$ cat src/rtl/t84c_idu_pkg.sv
// Shared definitions for the block-transfer sequencer (LDI/LDD/LDIR/LDDR).
package t84c_idu_pkg;

    // Default width of the HL/DE/BC registers
    localparam int AW_DEF = 16;

    // Sequencer states: one RD/WR/STEP triple per transferred byte
    typedef enum logic [2:0] {
        IDLE = 3'd0,
        RD   = 3'd1,
        WR   = 3'd2,
        STEP = 3'd3,
        FIN  = 3'd4
    } state_e;

endpackage

$ cat src/rtl/idu_incdec.sv
// AW-bit +/-1 unit. Bit i toggles when every lower bit of the (optionally
// inverted) operand is 1; each carry is a parallel AND term rather than a ripple.
module idu_incdec
    import t84c_idu_pkg::*;
#(
    parameter int AW = AW_DEF
) (
    input  logic [AW-1:0] value,
    input  logic          dec,
    output logic [AW-1:0] result
);

    logic [AW-1:0] t;
    logic [AW-1:0] c;

    // Decrement is increment on the inverted operand's carry pattern
    assign t    = dec ? ~value : value;
    assign c[0] = 1'b1;

    generate
        for (genvar i = 1; i < AW; i++) begin : g_cla
            assign c[i] = &t[i-1:0];
        end
    endgenerate

    // Wraps modulo 2^AW with no carry-out flag
    assign result = value ^ c;

endmodule

$ cat src/rtl/idu_blkseq.sv
// Z80-style block transfer sequencer: reads (HL), writes (DE), steps HL/DE/BC.
// Optional macro T84C_BLK_REPEAT_EN enables LDIR/LDDR repeat; without it every
// start performs a single transfer and the repeat select is ignored.
// The repeat select port is named repeat_mode because "repeat" is a keyword.
module idu_blkseq
    import t84c_idu_pkg::*;
#(
    parameter int AW = AW_DEF
) (
    input  logic          clk,
    input  logic          reset,
    input  logic          start,
    input  logic          dir,
    input  logic          repeat_mode,
    input  logic [AW-1:0] hl_in,
    input  logic [AW-1:0] de_in,
    input  logic [AW-1:0] bc_in,
    output logic          rd_req,
    output logic [AW-1:0] rd_addr,
    input  logic          rd_ack,
    input  logic [7:0]    rd_data,
    output logic          wr_req,
    output logic [AW-1:0] wr_addr,
    output logic [7:0]    wr_data,
    input  logic          wr_ack,
    output logic [AW-1:0] hl,
    output logic [AW-1:0] de,
    output logic [AW-1:0] bc,
    output logic          busy,
    output logic          done,
    output logic          pv
);

    state_e        state_q, state_d;
    logic [AW-1:0] hl_q, hl_d, de_q, de_d, bc_q, bc_d;
    logic [7:0]    wdat_q, wdat_d;
    logic          dir_q, dir_d;
    logic          pv_q, pv_d;
    logic [AW-1:0] hl_nx, de_nx, bc_nx;
    logic          again;

    idu_incdec #(.AW(AW)) u_hl (.value(hl_q), .dec(dir_q), .result(hl_nx));
    idu_incdec #(.AW(AW)) u_de (.value(de_q), .dec(dir_q), .result(de_nx));
    idu_incdec #(.AW(AW)) u_bc (.value(bc_q), .dec(1'b1),  .result(bc_nx));

`ifdef T84C_BLK_REPEAT_EN
    logic rep_q, rep_d;

    // Loop back only while the decremented count is nonzero
    assign again = rep_q && (bc_nx != '0);
`else
    logic unused_repeat;

    assign unused_repeat = repeat_mode;
    assign again         = 1'b0;
`endif

    // State and datapath registers; reset discards any transfer in flight
    always_ff @(posedge clk) begin
        if (reset) begin
            state_q <= IDLE;
            hl_q    <= '0;
            de_q    <= '0;
            bc_q    <= '0;
            wdat_q  <= '0;
            dir_q   <= 1'b0;
            pv_q    <= 1'b0;
`ifdef T84C_BLK_REPEAT_EN
            rep_q   <= 1'b0;
`endif
        end else begin
            state_q <= state_d;
            hl_q    <= hl_d;
            de_q    <= de_d;
            bc_q    <= bc_d;
            wdat_q  <= wdat_d;
            dir_q   <= dir_d;
            pv_q    <= pv_d;
`ifdef T84C_BLK_REPEAT_EN
            rep_q   <= rep_d;
`endif
        end
    end

    // Next-state and register updates; acks only matter in their own state
    always_comb begin
        state_d = state_q;
        hl_d    = hl_q;
        de_d    = de_q;
        bc_d    = bc_q;
        wdat_d  = wdat_q;
        dir_d   = dir_q;
        pv_d    = pv_q;
`ifdef T84C_BLK_REPEAT_EN
        rep_d   = rep_q;
`endif
        unique case (state_q)
            IDLE: begin
                if (start) begin
                    hl_d    = hl_in;
                    de_d    = de_in;
                    bc_d    = bc_in;
                    dir_d   = dir;
`ifdef T84C_BLK_REPEAT_EN
                    rep_d   = repeat_mode;
`endif
                    state_d = RD;
                end
            end
            RD: begin
                if (rd_ack) begin
                    wdat_d  = rd_data;
                    state_d = WR;
                end
            end
            WR: begin
                if (wr_ack) state_d = STEP;
            end
            STEP: begin
                hl_d    = hl_nx;
                de_d    = de_nx;
                bc_d    = bc_nx;
                pv_d    = (bc_nx != '0);
                state_d = again ? RD : FIN;
            end
            FIN:     state_d = IDLE;
            default: state_d = IDLE;
        endcase
    end

    // Strobes decode straight from the state, so RD/WR can never overlap
    assign rd_req  = (state_q == RD);
    assign wr_req  = (state_q == WR);
    assign busy    = (state_q != IDLE);
    assign done    = (state_q == FIN);
    assign rd_addr = hl_q;
    assign wr_addr = de_q;
    assign wr_data = wdat_q;
    assign hl      = hl_q;
    assign de      = de_q;
    assign bc      = bc_q;
    assign pv      = pv_q;

endmodule
$ cat config.mk
export PLATFORM = sky130hd
export DESIGN_NAME = idu_blkseq
export DESIGN_NICKNAME = d
export VERILOG_FILES = /design/src/rtl/t84c_idu_pkg.sv /design/src/rtl/idu_incdec.sv /design/src/rtl/idu_blkseq.sv
export SDC_FILE = /design/constraint.sdc
export NUM_CORES = 1
export LEC_CHECK = 0
export CAP_MARGIN = 10
export CORE_UTILIZATION = 47
export DETAILED_ROUTE_END_ITERATION = 7
export PLACE_DENSITY = 0.86
export SYNTH_ARGS = -nofsm -noshare
export SYNTH_HDL_FRONTEND = slang
export SYNTH_SLANG_ARGS = --single-unit
$ cat constraint.sdc
create_clock -name clk -period 6 [get_ports clk]
set_input_delay 1.2 -clock clk [delete_from_list [all_inputs] [get_ports clk]]
set_output_delay 1.2 -clock clk [all_outputs]
set_load 0.01 [all_outputs]
After elaboration in Yosys (flattened, before gate mapping)
Index checks and enable logic that the tools add are counted.
W data, S select, Z words.
- flip-flop bits (word level): 61
- input port bits: 63
- output and inout bits: 93
- logic and storage cells: 82
- equal/unequal tests: 7
- mux-type cells: 12
- bitwise operators: 6
- reduce and logical (&&, ||, !) cells: 50
- operators with widths (cell ; count):
    $pmux W16 S2 ; 3
    $mux W16 ; 3
    $xor A16 B16 Y16 ; 3
    $not A15 Y15 ; 3
    $reduce_and A15 Y1 ; 3
    $reduce_and A14 Y1 ; 3
    $reduce_and A13 Y1 ; 3
    $reduce_and A12 Y1 ; 3
    $reduce_and A11 Y1 ; 3
    $mux W15 ; 2
    $reduce_and A10 Y1 ; 3
    $reduce_and A9 Y1 ; 3
    $reduce_and A8 Y1 ; 3
    $reduce_and A7 Y1 ; 3
    $reduce_and A6 Y1 ; 3
    $reduce_bool A16 Y1 ; 1
    $reduce_and A5 Y1 ; 3
    $pmux W3 S4 ; 1
    $reduce_and A2 Y1 ; 6
    $reduce_and A3 Y1 ; 4
    $reduce_and A4 Y1 ; 3
    $mux W3 ; 3
    $eq A3 B2 Y1 const B ; 2
    $ne A2 B1 Y1 const B ; 2
    6 further kinds ; 6

Longest topological paths before layout
- word-level depth: 5
- depth in mapped cells: 10

Modules after synthesis
From an unflattened synthesis, not the netlist that was laid out.
- cell total of the unflattened synthesis: 495
- area, all modules: 4300.4 sq um
- modules (own cells, without submodules) (module ; instances ; cells an instance ; area each (sq um) ; seq. area each (sq um)):
    idu_blkseq ; 1 ; 315 ; 2937.8 ; 1221.2
    idu_incdec ; 3 ; 60 ; 454.2 ; 0.0

Least setup slack after synthesis
OpenSTA, ideal clock, no wires.
- path type: in2reg
- start: input port start
- end: register bc_q[7], in the netlist bc[7]
- arrival time: 2463 ps
- data required time: 5872 ps
- slack: 3410 ps
- cell stages on the path: 6
- cells stage by stage: or4b_2 > buf_2 > nand2_1 > o21ai_0 > a222oi_1 > nor2_1
- cells in the longest elaborated chain, start to end: 2
- RTL lines (what ; RTL line ; RTL):
    start: declaration ; idu_blkseq.sv:12 ; input logic start,
    $ne A2 B2 Y1 (no source line) ; n/a ;
    $reduce_and A2 Y1 (no source line) ; n/a ;
    end signal: assignment ; idu_blkseq.sv:64 ; bc_q <= '0;
    end signal: assignment ; idu_blkseq.sv:75 ; bc_q <= bc_d;
    end: declaration ; idu_blkseq.sv:35 ; logic [AW-1:0] hl_q, hl_d, de_q, de_d, bc_q, bc_d;
Every way passes these cells.
A chain may end at the register's enable or synchronous reset.

Worst setup path after layout
- start: input port start
- end: register bc_q[9], in the netlist bc[9]
The elaborated chain is that of the path after synthesis.

==> tab_implementation.tex <==
\begin{tabular}{lr}
\hline
Metric & Value \\
\hline
\multicolumn{2}{l}{\textbf{Placement}} \\
Dpl hpwl & roughly 7800 µm \\
Gp weighted congestion & between 0.8 and 0.9 \\
I/O Buffers & 154 \\
\multicolumn{2}{l}{\textbf{CTS}} \\
CTS HTree Levels & 3 \\
Root Buffer Master & sky130\_fd\_sc\_hd\_\_clkbuf\_8 \\
Number of instances resized during post-cts repair & 0 \\
Count of buffers added by post-CTS timing repair for setup & 0 \\
Number of hold buffers added after cts & 0 \\
Max Root-Sink Buffers & 2 \\
Clock-pin slew reported for the worst setup and hold paths after clock tree synthesis & roughly 80 ps \\
Skew-Pair Late Insertion Delay & 330 ps \\
Clock sink count & 61 \\
Total clock buffers created by CTS & 9 \\
TritonCTS clock tree & done \\
\multicolumn{2}{l}{\textbf{STA}} \\
Hold\_ws & 503 ps \\
Total count of hold-check failures in the final report & 0 \\
Worst slew margin & approximately a third \\
Final worst-path cycle share & 55.6\% \\
Sum Neg Setup Slack & 0 ps \\
Maximum operating frequency & between 0.2 and 0.3 GHz \\
Slew at the pin with the worst max-slew slack & 1010 ps \\
Setup skew after layout & 9.81 ps \\
Final setup violation count & 0 \\
RSZ-0062 raised after global routing & false \\
Max-slew violation count & 0 \\
Time the worst path needs with I/O delays and setup & about 3300 ps \\
\multicolumn{2}{l}{\textbf{Yosys}} \\
Number of enable flip-flop cells after synthesis & 0 \\
Number of instances in the synthesized netlist & 492 \\
Yosys warning total & 0 \\
Top\_reg\_cell synth & sky130\_fd\_sc\_hd\_\_dfxtp\_1 \\
Fraction of the yosys area taken by sequential cells & a little under a third \\
Post-synthesis sequential element count & 61 \\
Dominant cell type by area after synthesis & sky130\_fd\_sc\_hd\_\_dfxtp\_1 \\
Nets in the synthesized netlist & 560 \\
Synth unique cells & 50 \\
Average cell area after synthesis & 7.85 µm² \\
Total standard cell area after synthesis & between 3000 and 4000 µm² \\
Area share of the largest cell type after synthesis & 31.6\% \\
Ranking of synthesized cells by area & sky130\_fd\_sc\_hd\_\_dfxtp\_1 32\%, sky130\_fd\_sc\_hd\_\_buf\_4 6.2\%, sky130\_fd\_sc\_hd\_\_nor2\_1 5.0\% \\
Synth async-reset ratio & 0\% \\
\multicolumn{2}{l}{\textbf{Setup path}} \\
Slowest stage cell on the critical path & sky130\_fd\_sc\_hd\_\_or4b\_2 \\
Maximum fanout encountered on the critical timing path & 18 \\
Crit path capture type & flip-flop \\
Count of buffer and inverter cells on the critical path & 1 \\
Setup CP Type & input port to flip-flop \\
CP startpoint kind & input port \\
Critical Path Max Stage Delay & 890 ps \\
Crit path cell chain & clkdlybuf4s50\_1 > or4b\_2 > nand2\_1 > o21ai\_0 > a221oi\_1 > nor2\_1 \\
CP top delay family & simple AND/OR/NAND/NOR gates \\
Worst endpoint data arrival time & 3540 ps \\
Worst EP required & 6210 ps \\
\multicolumn{2}{l}{\textbf{Layout}} \\
Fraction of final layout cells sized beyond drive strength 1 & 6.98\% \\
Antenna diode instance count & 0 \\
Most frequent cells in the layout & 153 x sky130\_fd\_sc\_hd\_\_clkdlybuf4s50\_1, 61 x sky130\_fd\_sc\_hd\_\_dfxtp\_1, 51 x sky130\_fd\_sc\_hd\_\_nor2\_1 \\
Leading cell type in the layout, fill and taps excluded & sky130\_fd\_sc\_hd\_\_clkdlybuf4s50\_1 \\
Area growth syn-to-layout & 39.2\% \\
Fillers & 659 \\
Fin nets & 666 \\
\multicolumn{2}{l}{\textbf{Die}} \\
Row Count & 32 \\
Area of the die & 8590 µm² \\
Width of the die & 92.7 µm \\
Die height & 92.7 µm \\
Number of top-level design ports & about 160 \\
Area of the core region & about 8000 µm² \\
Starting Density & 49.2\% \\
\multicolumn{2}{l}{\textbf{Route}} \\
Via density per instance & 5.82 \\
First-pass DRT Iterations & 7 \\
Total via count after detailed routing & slightly above 4,000 \\
Per-cell routed wire length & 16.3 µm \\
Overall routed net length & 11,400 µm \\
\# DRC & 0 \\
First DRT Iteration DRCs & 215 \\
Number of nets still failing antenna checks after routing & 0 \\
\multicolumn{2}{l}{\textbf{Power}} \\
Highest ir drop seen on vdd & 0.128 mV \\
Leakage & 1.94 nW \\
Total power divided by cell area & 221 nW/µm² \\
\multicolumn{2}{l}{\textbf{Worst hold path}} \\
HP Class & flip-flop to flip-flop \\
\multicolumn{2}{l}{\textbf{Global route}} \\
Sum of overflow across all layers after global routing & 0 \\
Global-route total usage across every layer & a little over a quarter \\
Antenna violations before repair & 0 \\
Largest net degree at the start of global routing & roughly 60 \\
Via count of the first global-routing pass & 3,770 \\
Global-route wire length before repair & 17,800 µm \\
\multicolumn{2}{l}{\textbf{Outcome}} \\
Result of the run & finished, final reports clean \\
\multicolumn{2}{l}{\textbf{Job}} \\
\# Max-Cap Violations & 0 \\
\hline
\end{tabular}
-- power breakdown --
part	internal [W]	switching [W]	total [W]
combinational	0.000188	0.000163	0.000351
clock	0.000186	0.000165	0.000351
sequential	0.000435	0.0000494	0.000484
total	0.000809	0.000377	0.00119
-- Yosys cell counts (5+ instances only) --
| library cell | number |
|---|---|
| sky130_fd_sc_hd__a211oi_1 | 6 |
| sky130_fd_sc_hd__a21oi_1 | 35 |
| sky130_fd_sc_hd__a221oi_1 | 7 |
| sky130_fd_sc_hd__a22oi_1 | 6 |
| sky130_fd_sc_hd__a31oi_1 | 19 |
| sky130_fd_sc_hd__a32oi_1 | 6 |
| sky130_fd_sc_hd__buf_2 | 5 |
| sky130_fd_sc_hd__buf_4 | 32 |
| sky130_fd_sc_hd__clkbuf_1 | 23 |
| sky130_fd_sc_hd__dfxtp_1 | 61 |
| sky130_fd_sc_hd__ha_1 | 5 |
| sky130_fd_sc_hd__inv_1 | 13 |
| sky130_fd_sc_hd__mux2i_1 | 13 |
| sky130_fd_sc_hd__nand2_1 | 41 |
| sky130_fd_sc_hd__nand3_1 | 17 |
| sky130_fd_sc_hd__nand4_1 | 13 |
| sky130_fd_sc_hd__nor2_1 | 51 |
| sky130_fd_sc_hd__nor3b_1 | 5 |
| sky130_fd_sc_hd__o21ai_0 | 28 |
| sky130_fd_sc_hd__o22ai_1 | 9 |
| sky130_fd_sc_hd__or3_1 | 6 |
| sky130_fd_sc_hd__xnor2_1 | 5 |
| sky130_fd_sc_hd__xor2_1 | 14 |
-- registers in the layout, summed over array words and instances, names as in the netlist --
| signal | flops |
|---|---|
| bc | 16 |
| de | 16 |
| dir_q | 1 |
| hl | 16 |
| pv | 1 |
| state_q | 3 |
| wr_data | 8 |
-- layer usage --
metal / GRT usage, % / vias up / wire length (µm)
met5: 0 / - / 0
met4: 10.1 / 0 / 233
met2: 44.6 / 170 / 5490
met3: 5.01 / 25 / 798
met1: 32.2 / 1934 / 4920
li1: - / 1965 / -
-- worst min-delay path: stages (launching register included) --
cell and delay (ps):
sky130_fd_sc_hd__dfxtp_1 330, sky130_fd_sc_hd__mux2i_1 70, sky130_fd_sc_hd__nor2_1 70
-- metrics by stage --
stage	area [µm²]	setup WS, ps	instances	power (W)	utilization, %
after global placement	5200	2430	689	0.000828	66.3
after CTS	5380	2700	704	0.00119	68.5
after floorplan	3860	3410	492	0.000685	-
final	5380	2670	704	0.00119	68.5
after detailed placement	5200	2350	689	0.000841	66.3
after global routing	5380	2540	704	0.00124	68.5
-- cell type report --
class	count	area, µm²	share of cell area (%)
tap	102	128	2.37
sequential	61	1220	22.7
clock buffer	9	124	2.30
clock inverter	6	55.1	1.02
timing repair buffer	159	1570	29.3
inverter	13	48.8	0.907
multi-input combinational	354	2230	41.4
-- final timing paths --
kind	startpoint	endpoint	slack, ps	cells after the start
worst max register to register	state_q[1]	bc[9]	3250	6
worst min register to register	wr_data[0]	wr_data[0]	500	2
worst min-delay path	wr_data[0]	wr_data[0]	500	2
worst max-delay path	start	bc[9]	2670	6
-- logic make-up (layout without fill, tap and decap cells) --
| group | Yosys count | after routing | share of synthesized area [%] |
|---|---|---|---|
| flip-flops | 61 | 61 | 31.6 |
| AO/OA/AOI/OAI | 130 | 130 | 21.1 |
| buffers and inverters | 77 | 187 | 10.8 |
| adder cells (fa/ha/maj) | 5 | 5 | 1.62 |
| XOR/XNOR | 19 | 19 | 4.31 |
| multiplexers | 19 | 19 | 5.99 |
| AND/OR/NAND/NOR | 181 | 181 | 24.6 |
No activity file was read; power rests on OpenSTA's default activity.
